--- src/rtl/pmem_arb_if.sv ---
// pmem_arb_if: request/response and memory-strobe bundle between the IFU,
// the LSU, the pmem DPI wrapper and pmem_arbiter.
//   slave  modport: arbiter side (takes requests and mem_rdata, drives
//                   ready/response signals and the memory strobes)
//   master modport: requester/memory side (the opposite directions)
// Signals:
//   ifu_req_valid/ifu_req_ready/ifu_addr              IFU read request
//   ifu_resp_valid/ifu_resp_ready/ifu_rdata           IFU read response
//   lsu_req_valid/lsu_req_ready/lsu_addr/lsu_wen/
//   lsu_wdata/lsu_wmask                               LSU request
//   lsu_resp_valid/lsu_resp_ready/lsu_rdata           LSU response
//   mem_raddr/mem_rvalid/mem_rdata                    pmem read port
//   mem_waddr/mem_wdata/mem_wmask                     pmem write port
interface pmem_arb_if #(
   parameter int ADDR_W = 64,
   parameter int DATA_W = 64
);
   localparam int MASK_W = DATA_W / 8;

   logic              ifu_req_valid;
   logic              ifu_req_ready;
   logic [ADDR_W-1:0] ifu_addr;
   logic              ifu_resp_valid;
   logic              ifu_resp_ready;
   logic [DATA_W-1:0] ifu_rdata;

   logic              lsu_req_valid;
   logic              lsu_req_ready;
   logic [ADDR_W-1:0] lsu_addr;
   logic              lsu_wen;
   logic [DATA_W-1:0] lsu_wdata;
   logic [MASK_W-1:0] lsu_wmask;
   logic              lsu_resp_valid;
   logic              lsu_resp_ready;
   logic [DATA_W-1:0] lsu_rdata;

   logic [ADDR_W-1:0] mem_raddr;
   logic              mem_rvalid;
   logic [DATA_W-1:0] mem_rdata;
   logic [ADDR_W-1:0] mem_waddr;
   logic [DATA_W-1:0] mem_wdata;
   logic [MASK_W-1:0] mem_wmask;

   modport slave (
      input  ifu_req_valid, ifu_addr, ifu_resp_ready,
      input  lsu_req_valid, lsu_addr, lsu_wen, lsu_wdata, lsu_wmask, lsu_resp_ready,
      input  mem_rdata,
      output ifu_req_ready, ifu_resp_valid, ifu_rdata,
      output lsu_req_ready, lsu_resp_valid, lsu_rdata,
      output mem_raddr, mem_rvalid, mem_waddr, mem_wdata, mem_wmask
   );

   modport master (
      output ifu_req_valid, ifu_addr, ifu_resp_ready,
      output lsu_req_valid, lsu_addr, lsu_wen, lsu_wdata, lsu_wmask, lsu_resp_ready,
      output mem_rdata,
      input  ifu_req_ready, ifu_resp_valid, ifu_rdata,
      input  lsu_req_ready, lsu_resp_valid, lsu_rdata,
      input  mem_raddr, mem_rvalid, mem_waddr, mem_wdata, mem_wmask
   );
endinterface

--- src/rtl/pmem_arbiter.sv ---
// pmem_arbiter: shares the single pmem DPI port between the IFU and the LSU.
// One transaction at a time: accept in IDLE, wait LATENCY cycles (the last of
// which strobes the memory), then hold the response until it is consumed.
// Ports:
//   clock  core clock
//   reset  synchronous, active-high reset
//   bus    pmem_arb_if.slave (IFU/LSU handshakes and pmem strobes)
// Parameters: LATENCY (1..15), ADDR_W, DATA_W.
// Build option: define PMEM_ARB_RR_EN for round-robin arbitration between
// simultaneous requesters; otherwise the LSU always wins over the IFU.
module pmem_arbiter #(
   parameter int LATENCY = 1,
   parameter int ADDR_W  = 64,
   parameter int DATA_W  = 64
) (
   input  logic         clock,
   input  logic         reset,
   pmem_arb_if.slave    bus
);
   localparam int MASK_W = DATA_W / 8;
   localparam int CNT_W  = 4;
   localparam logic [CNT_W-1:0] CNT_LOAD = CNT_W'(LATENCY - 1);
   localparam logic OWN_IFU = 1'b0;
   localparam logic OWN_LSU = 1'b1;

   if (LATENCY < 1 || LATENCY > 15) begin : g_bad_latency
      $error("pmem_arbiter: LATENCY must be in 1..15");
   end

   typedef enum logic [1:0] {IDLE, WAIT, RESP} state_t;

   state_t            state_q, state_d;
   logic              owner_q;
   logic [ADDR_W-1:0] addr_q;
   logic              wen_q;
   logic [DATA_W-1:0] wdata_q;
   logic [MASK_W-1:0] wmask_q;
   logic [CNT_W-1:0]  cnt_q;
   logic [DATA_W-1:0] ifu_rdata_q;
   logic [DATA_W-1:0] lsu_rdata_q;

   logic grant_lsu;
   logic accept_lsu;
   logic accept_ifu;
   logic fire;

`ifdef PMEM_ARB_RR_EN
   logic last_owner_q;
   // With both requesting, the LSU only wins if the IFU was served last.
   always_comb grant_lsu = bus.lsu_req_valid && !(bus.ifu_req_valid && (last_owner_q == OWN_LSU));
`else
   always_comb grant_lsu = bus.lsu_req_valid;
`endif

   always_comb begin
      state_d    = state_q;
      accept_lsu = 1'b0;
      accept_ifu = 1'b0;
      fire       = 1'b0;
      case (state_q)
         IDLE: begin
            accept_lsu = grant_lsu && !reset;
            accept_ifu = !grant_lsu && bus.ifu_req_valid && !reset;
            if (accept_lsu || accept_ifu) state_d = WAIT;
         end
         WAIT: begin
            // The final WAIT cycle is the single cycle the memory is strobed.
            if (cnt_q == '0) begin
               fire    = 1'b1;
               state_d = RESP;
            end
         end
         RESP: begin
            if ((owner_q == OWN_LSU) ? bus.lsu_resp_ready : bus.ifu_resp_ready) state_d = IDLE;
         end
         default: state_d = IDLE;
      endcase
   end

   always_ff @(posedge clock) begin
      if (reset) begin
         state_q     <= IDLE;
         owner_q     <= OWN_IFU;
         addr_q      <= '0;
         wen_q       <= 1'b0;
         wdata_q     <= '0;
         wmask_q     <= '0;
         cnt_q       <= '0;
         ifu_rdata_q <= '0;
         lsu_rdata_q <= '0;
`ifdef PMEM_ARB_RR_EN
         last_owner_q <= OWN_IFU;
`endif
      end else begin
         state_q <= state_d;
         if (accept_lsu || accept_ifu) begin
            owner_q <= accept_lsu ? OWN_LSU : OWN_IFU;
            addr_q  <= accept_lsu ? bus.lsu_addr : bus.ifu_addr;
            wen_q   <= accept_lsu && bus.lsu_wen;
            wdata_q <= accept_lsu ? bus.lsu_wdata : '0;
            wmask_q <= accept_lsu ? bus.lsu_wmask : '0;
            cnt_q   <= CNT_LOAD;
`ifdef PMEM_ARB_RR_EN
            last_owner_q <= accept_lsu ? OWN_LSU : OWN_IFU;
`endif
         end else if (state_q == WAIT && cnt_q != '0) begin
            cnt_q <= cnt_q - 4'd1;
         end
         if (fire) begin
            if (owner_q == OWN_LSU) lsu_rdata_q <= wen_q ? '0 : bus.mem_rdata;
            else                    ifu_rdata_q <= bus.mem_rdata;
         end
      end
   end

   assign bus.ifu_req_ready  = accept_ifu;
   assign bus.lsu_req_ready  = accept_lsu;
   assign bus.ifu_resp_valid = (state_q == RESP) && (owner_q == OWN_IFU);
   assign bus.lsu_resp_valid = (state_q == RESP) && (owner_q == OWN_LSU);
   assign bus.ifu_rdata      = ifu_rdata_q;
   assign bus.lsu_rdata      = lsu_rdata_q;

   // The pmem write is combinational on mem_wmask, so both strobes are gated
   // by reset directly to guarantee no stray access while reset is asserted.
   assign bus.mem_rvalid = fire && !wen_q && !reset;
   assign bus.mem_wmask  = (fire && wen_q && !reset) ? wmask_q : '0;
   assign bus.mem_raddr  = addr_q;
   assign bus.mem_waddr  = addr_q;
   assign bus.mem_wdata  = wdata_q;
endmodule

--- src/flat_wrapper.sv ---
// flat-port wrapper written by rule: the top's interface ports become plain ports
module pmem_arbiter_flat 
#(
   parameter int LATENCY = 1,
   parameter int ADDR_W  = 64,
   parameter int DATA_W  = 64
)
  (clock, reset, bus_ifu_req_valid, bus_ifu_addr, bus_ifu_resp_ready, bus_lsu_req_valid, bus_lsu_addr, bus_lsu_wen, bus_lsu_wdata, bus_lsu_wmask, bus_lsu_resp_ready, bus_mem_rdata, bus_ifu_req_ready, bus_ifu_resp_valid, bus_ifu_rdata, bus_lsu_req_ready, bus_lsu_resp_valid, bus_lsu_rdata, bus_mem_raddr, bus_mem_rvalid, bus_mem_waddr, bus_mem_wdata, bus_mem_wmask);
  pmem_arb_if #(.ADDR_W(ADDR_W), .DATA_W(DATA_W)) bus_i ();
  input  logic clock;
  input  logic reset;
  input wire logic [$bits(bus_i.ifu_req_valid)-1:0] bus_ifu_req_valid;
  input wire logic [$bits(bus_i.ifu_addr)-1:0] bus_ifu_addr;
  input wire logic [$bits(bus_i.ifu_resp_ready)-1:0] bus_ifu_resp_ready;
  input wire logic [$bits(bus_i.lsu_req_valid)-1:0] bus_lsu_req_valid;
  input wire logic [$bits(bus_i.lsu_addr)-1:0] bus_lsu_addr;
  input wire logic [$bits(bus_i.lsu_wen)-1:0] bus_lsu_wen;
  input wire logic [$bits(bus_i.lsu_wdata)-1:0] bus_lsu_wdata;
  input wire logic [$bits(bus_i.lsu_wmask)-1:0] bus_lsu_wmask;
  input wire logic [$bits(bus_i.lsu_resp_ready)-1:0] bus_lsu_resp_ready;
  input wire logic [$bits(bus_i.mem_rdata)-1:0] bus_mem_rdata;
  output wire logic [$bits(bus_i.ifu_req_ready)-1:0] bus_ifu_req_ready;
  output wire logic [$bits(bus_i.ifu_resp_valid)-1:0] bus_ifu_resp_valid;
  output wire logic [$bits(bus_i.ifu_rdata)-1:0] bus_ifu_rdata;
  output wire logic [$bits(bus_i.lsu_req_ready)-1:0] bus_lsu_req_ready;
  output wire logic [$bits(bus_i.lsu_resp_valid)-1:0] bus_lsu_resp_valid;
  output wire logic [$bits(bus_i.lsu_rdata)-1:0] bus_lsu_rdata;
  output wire logic [$bits(bus_i.mem_raddr)-1:0] bus_mem_raddr;
  output wire logic [$bits(bus_i.mem_rvalid)-1:0] bus_mem_rvalid;
  output wire logic [$bits(bus_i.mem_waddr)-1:0] bus_mem_waddr;
  output wire logic [$bits(bus_i.mem_wdata)-1:0] bus_mem_wdata;
  output wire logic [$bits(bus_i.mem_wmask)-1:0] bus_mem_wmask;
  assign bus_i.ifu_req_valid = bus_ifu_req_valid;
  assign bus_i.ifu_addr = bus_ifu_addr;
  assign bus_i.ifu_resp_ready = bus_ifu_resp_ready;
  assign bus_i.lsu_req_valid = bus_lsu_req_valid;
  assign bus_i.lsu_addr = bus_lsu_addr;
  assign bus_i.lsu_wen = bus_lsu_wen;
  assign bus_i.lsu_wdata = bus_lsu_wdata;
  assign bus_i.lsu_wmask = bus_lsu_wmask;
  assign bus_i.lsu_resp_ready = bus_lsu_resp_ready;
  assign bus_i.mem_rdata = bus_mem_rdata;
  assign bus_ifu_req_ready = bus_i.ifu_req_ready;
  assign bus_ifu_resp_valid = bus_i.ifu_resp_valid;
  assign bus_ifu_rdata = bus_i.ifu_rdata;
  assign bus_lsu_req_ready = bus_i.lsu_req_ready;
  assign bus_lsu_resp_valid = bus_i.lsu_resp_valid;
  assign bus_lsu_rdata = bus_i.lsu_rdata;
  assign bus_mem_raddr = bus_i.mem_raddr;
  assign bus_mem_rvalid = bus_i.mem_rvalid;
  assign bus_mem_waddr = bus_i.mem_waddr;
  assign bus_mem_wdata = bus_i.mem_wdata;
  assign bus_mem_wmask = bus_i.mem_wmask;
  pmem_arbiter #(.LATENCY(LATENCY), .ADDR_W(ADDR_W), .DATA_W(DATA_W)) u_core (.clock(clock), .reset(reset), .bus(bus_i));
endmodule
--- config.mk ---
export PLATFORM = sky130hd
export DESIGN_NAME = pmem_arbiter_flat
export DESIGN_NICKNAME = d
export VERILOG_FILES = /design/src/rtl/pmem_arb_if.sv /design/src/rtl/pmem_arbiter.sv /design/src/flat_wrapper.sv
export SDC_FILE = /design/constraint.sdc
export NUM_CORES = 1
export LEC_CHECK = 0
export BUFFER_PORTS_ARGS = -buffer_cell sky130_fd_sc_hd__buf_2
export CORE_AREA = 2 2 235 237
export CTS_BUF_LIST = sky130_fd_sc_hd__clkbuf_8
export DETAILED_ROUTE_END_ITERATION = 8
export DIE_AREA = 0 0 237 239
export GPL_TIMING_DRIVEN = 0
export SLEW_MARGIN = 30
export SYNTH_ARGS = -nofsm -noshare
export SYNTH_HDL_FRONTEND = slang
export SYNTH_SLANG_ARGS = --single-unit
--- constraint.sdc ---
create_clock -name clock -period 4.5 [get_ports clock]
set_input_delay 0.9 -clock clock [delete_from_list [all_inputs] [get_ports clock]]
set_output_delay 0.9 -clock clock [all_outputs]
set_load 0.03 [all_outputs]
==> results.cfg <==
[die]
area_of_the_core_region_um2 = 54300
die_height_um = 239
floorplan.initialDensity_pct = 20.8
placementRows = 86
die_w_um = 237
ios = 604
design.die.area_um2 = 56600

[clock_network]
worst_skew_pair.late_latency_ns = 0.60
clock_path_buffers = 3
clk_transition_reported_paths_ns = 0.06
tritoncts.num_buffers = 50
h-tree-depth = 2
post-cts-setup-buffer-count = 0
cts_hold_buffers = 0
clockRootBuffer = sky130_fd_sc_hd__clkbuf_8
numClockSinks = 272
cts_repair_resize_count = 0
tritoncts = yes

[grt]
largest_net_degree_at_the_start_of_global_routing = 14
grt_pass1_wl_mm = 70.4
grt_usage_pct = 16.3
first_global_vias = 11500
grt_antenna_before_repair = 12
grt.overflow.total = 0

[sta]
achievable-frequency_mhz = 247
report.final.setup_viol = 0
fin_ws_ns = 0.459
rsz0062_at_grt = no
finClkSkew_ns = 0.0258
timing.final.crit_period_ns = 4.04
final_hold_viol_count = 0
slew_headroom_pct = 41.8
finalCritPeriodShare_pct = 89.8
worst_pin_slew_ns = 0.873
drv_slew = 0
tns_ns = 0
worst_hold_slack_ns = 0.451

[worst_setup_path]
cp_max_fo = 10
crit_type = input port to output port
worst-endpoint-required_ns = 3.60
critPathArrivalTime_ns = 3.14
worst_setup_path_start_kind = input port
worst_setup_path_end_kind = output port

[logic_synthesis]
synthesis.area_per_instance_um2 = 9.77
yosysWarningCount = 0
synth.yosys.seq_area_share_pct = 48.2
synth_nets = 1428
netlist_area_um2 = 11300
synth_cell_types = 36
postSynthRegisterBits = 272
synth_enable_flop_cells = 0
syn-instance-count = 1156
yosys_most_used_dff = sky130_fd_sc_hd__dfxtp_1
synthArstFlopShare_pct = 0

[final_layout]
area.sequential_um2 = 5450
synthToLayoutAreaGrowth_pct = 44.1
ratio_of_cells_with_drive_above_1_in_the_final_layout_pct = 42.4
finish.net_count = 2082
final_cell_mix = 629 x sky130_fd_sc_hd__buf_2, 272 x sky130_fd_sc_hd__dfxtp_1, 133 x sky130_fd_sc_hd__a21oi_1
final_common_cell = sky130_fd_sc_hd__buf_2
fill_cells = 5719
multiInputGateArea_um2 = 4760

[placement]
place.port_buffers = 602
hpwl_detailed_mm = 39.1
pre_cts_slack_ns = 0.179
routabilityCongestion = 0.886

[drt]
drc = 0
drtPass1Iterations = 5
route.vias.total = 11500
post_drt_wl_per_cell_um = 19.3
viasPerCell = 4.52
drt-initial-drc-count = 530
wirelength_mm = 49.4
ant_nets = 0

[hold_path]
worst_hold_path_type = register to register

[pwr]
total_power_mw = 6.85
vdd_ir_drop_max_mv = 0.270
p_leak_nw = 7.71
power_density_nw_per_um2 = 420

[outcome]
outcome = finished, final reports clean

[flow_run]
drv.max_cap_violation_count = 0
## metrics by stage
step / std cells / util (%) / instance area [um^2]
floorplan: 1156 / - / 11300
global placement: 2462 / 28.0 / 15200
detailed placement: 2462 / 28.0 / 15200
CTS: 2551 / 30.0 / 16300
global route: 2554 / 30.0 / 16300
finish: 2554 / 30.0 / 16300
## cell usage after synthesis, types with 2 or more instances
library cell / count / area, um^2
sky130_fd_sc_hd__mux2i_1: 129 / 1290
sky130_fd_sc_hd__nor3_1: 2 / 10.0
sky130_fd_sc_hd__o21ai_0: 68 / 340
sky130_fd_sc_hd__buf_1: 14 / 52.6
sky130_fd_sc_hd__clkbuf_1: 68 / 255
sky130_fd_sc_hd__inv_1: 4 / 15.0
sky130_fd_sc_hd__a21oi_1: 133 / 666
sky130_fd_sc_hd__nand4b_1: 64 / 561
sky130_fd_sc_hd__nand2_1: 129 / 484
sky130_fd_sc_hd__buf_4: 64 / 480
sky130_fd_sc_hd__buf_2: 27 / 135
sky130_fd_sc_hd__and2_1: 10 / 62.6
sky130_fd_sc_hd__buf_12: 7 / 140
sky130_fd_sc_hd__a211oi_1: 64 / 480
sky130_fd_sc_hd__and3b_1: 2 / 17.5
sky130_fd_sc_hd__or3_1: 3 / 18.8
sky130_fd_sc_hd__a22o_1: 73 / 639
sky130_fd_sc_hd__dfxtp_1: 272 / 5450
sky130_fd_sc_hd__nand3b_1: 2 / 15.0
sky130_fd_sc_hd__nor3b_1: 3 / 22.5
sky130_fd_sc_hd__nor2_1: 2 / 7.51
sky130_fd_sc_hd__o21a_1: 2 / 15.0
## path summary, 6_finish.rpt
check                           depth (start not counted)  slack [ns]                       end                     start
worst max-delay path                                    5        0.46         bus_lsu_req_ready                     reset
worst min register to register                          2        0.45  u_core.bus.ifu_rdata[30]  u_core.bus.ifu_rdata[30]
worst max register to register                          5        2.12   u_core.bus.mem_raddr[7]         u_core.state_q[1]
worst min-delay path                                    2        0.45  u_core.bus.ifu_rdata[30]  u_core.bus.ifu_rdata[30]
## layout make-up
type	instances	share of cell area, %
inverters	4	0.0922
multi-input cells	699	29.2
clock inverters	22	0.999
well taps	704	5.41
flip-flops and latches	272	33.4
repair buffers	602	18.5
plain buffers	181	6.61
diodes	3	0.0461
clock buffers	67	5.66
## report_power, final
group          internal, mW  switching, mW  leakage, nW
logic                 0.552           1.05         4.89
registers              2.58          0.123         2.22
clock network          1.44           1.09        0.599
total                  4.58           2.27         7.71
## per-layer routing
metal / vias up / wire, um / track usage (%)
met5: - / 89 / 0
met4: 16 / 1340 / 5.43
met3: 86 / 3100 / 3.81
met2: 465 / 24700 / 28.9
met1: 5534 / 20200 / 19.3
li1: 5447 / - / -
## cell families (layout without fill, tap and decap cells)
family                     count (synthesis)  after routing  synth area share (%)
adders and majority gates                  1              1                 0.111
other                                      0              3                     0
and+or+nand+nor                          226            226                  11.5
DFF                                      272            272                  48.2
buffers and inverters                    185            876                  9.65
AOI/OAI and AO/OA                        343            343                  19.2
muxes                                    129            129                  11.4
## critical path: stages
cell,delay (ns)
sky130_fd_sc_hd__clkbuf_1,0.35
sky130_fd_sc_hd__nor3_1,0.67
sky130_fd_sc_hd__and2_1,0.36
sky130_fd_sc_hd__clkbuf_1,0.50
sky130_fd_sc_hd__buf_2,0.34
## registers in the layout, indices dropped and copies added, names as in the netlist, 2 cells and up
| signal | count |
|---|---|
| u_core.bus.ifu_rdata | 64 |
| u_core.bus.lsu_rdata | 64 |
| u_core.bus.mem_raddr | 64 |
| u_core.bus.mem_wdata | 64 |
| u_core.cnt_q | 4 |
| u_core.state_q | 2 |
| u_core.wmask_q | 8 |
(Power assumes the default switching activity.)
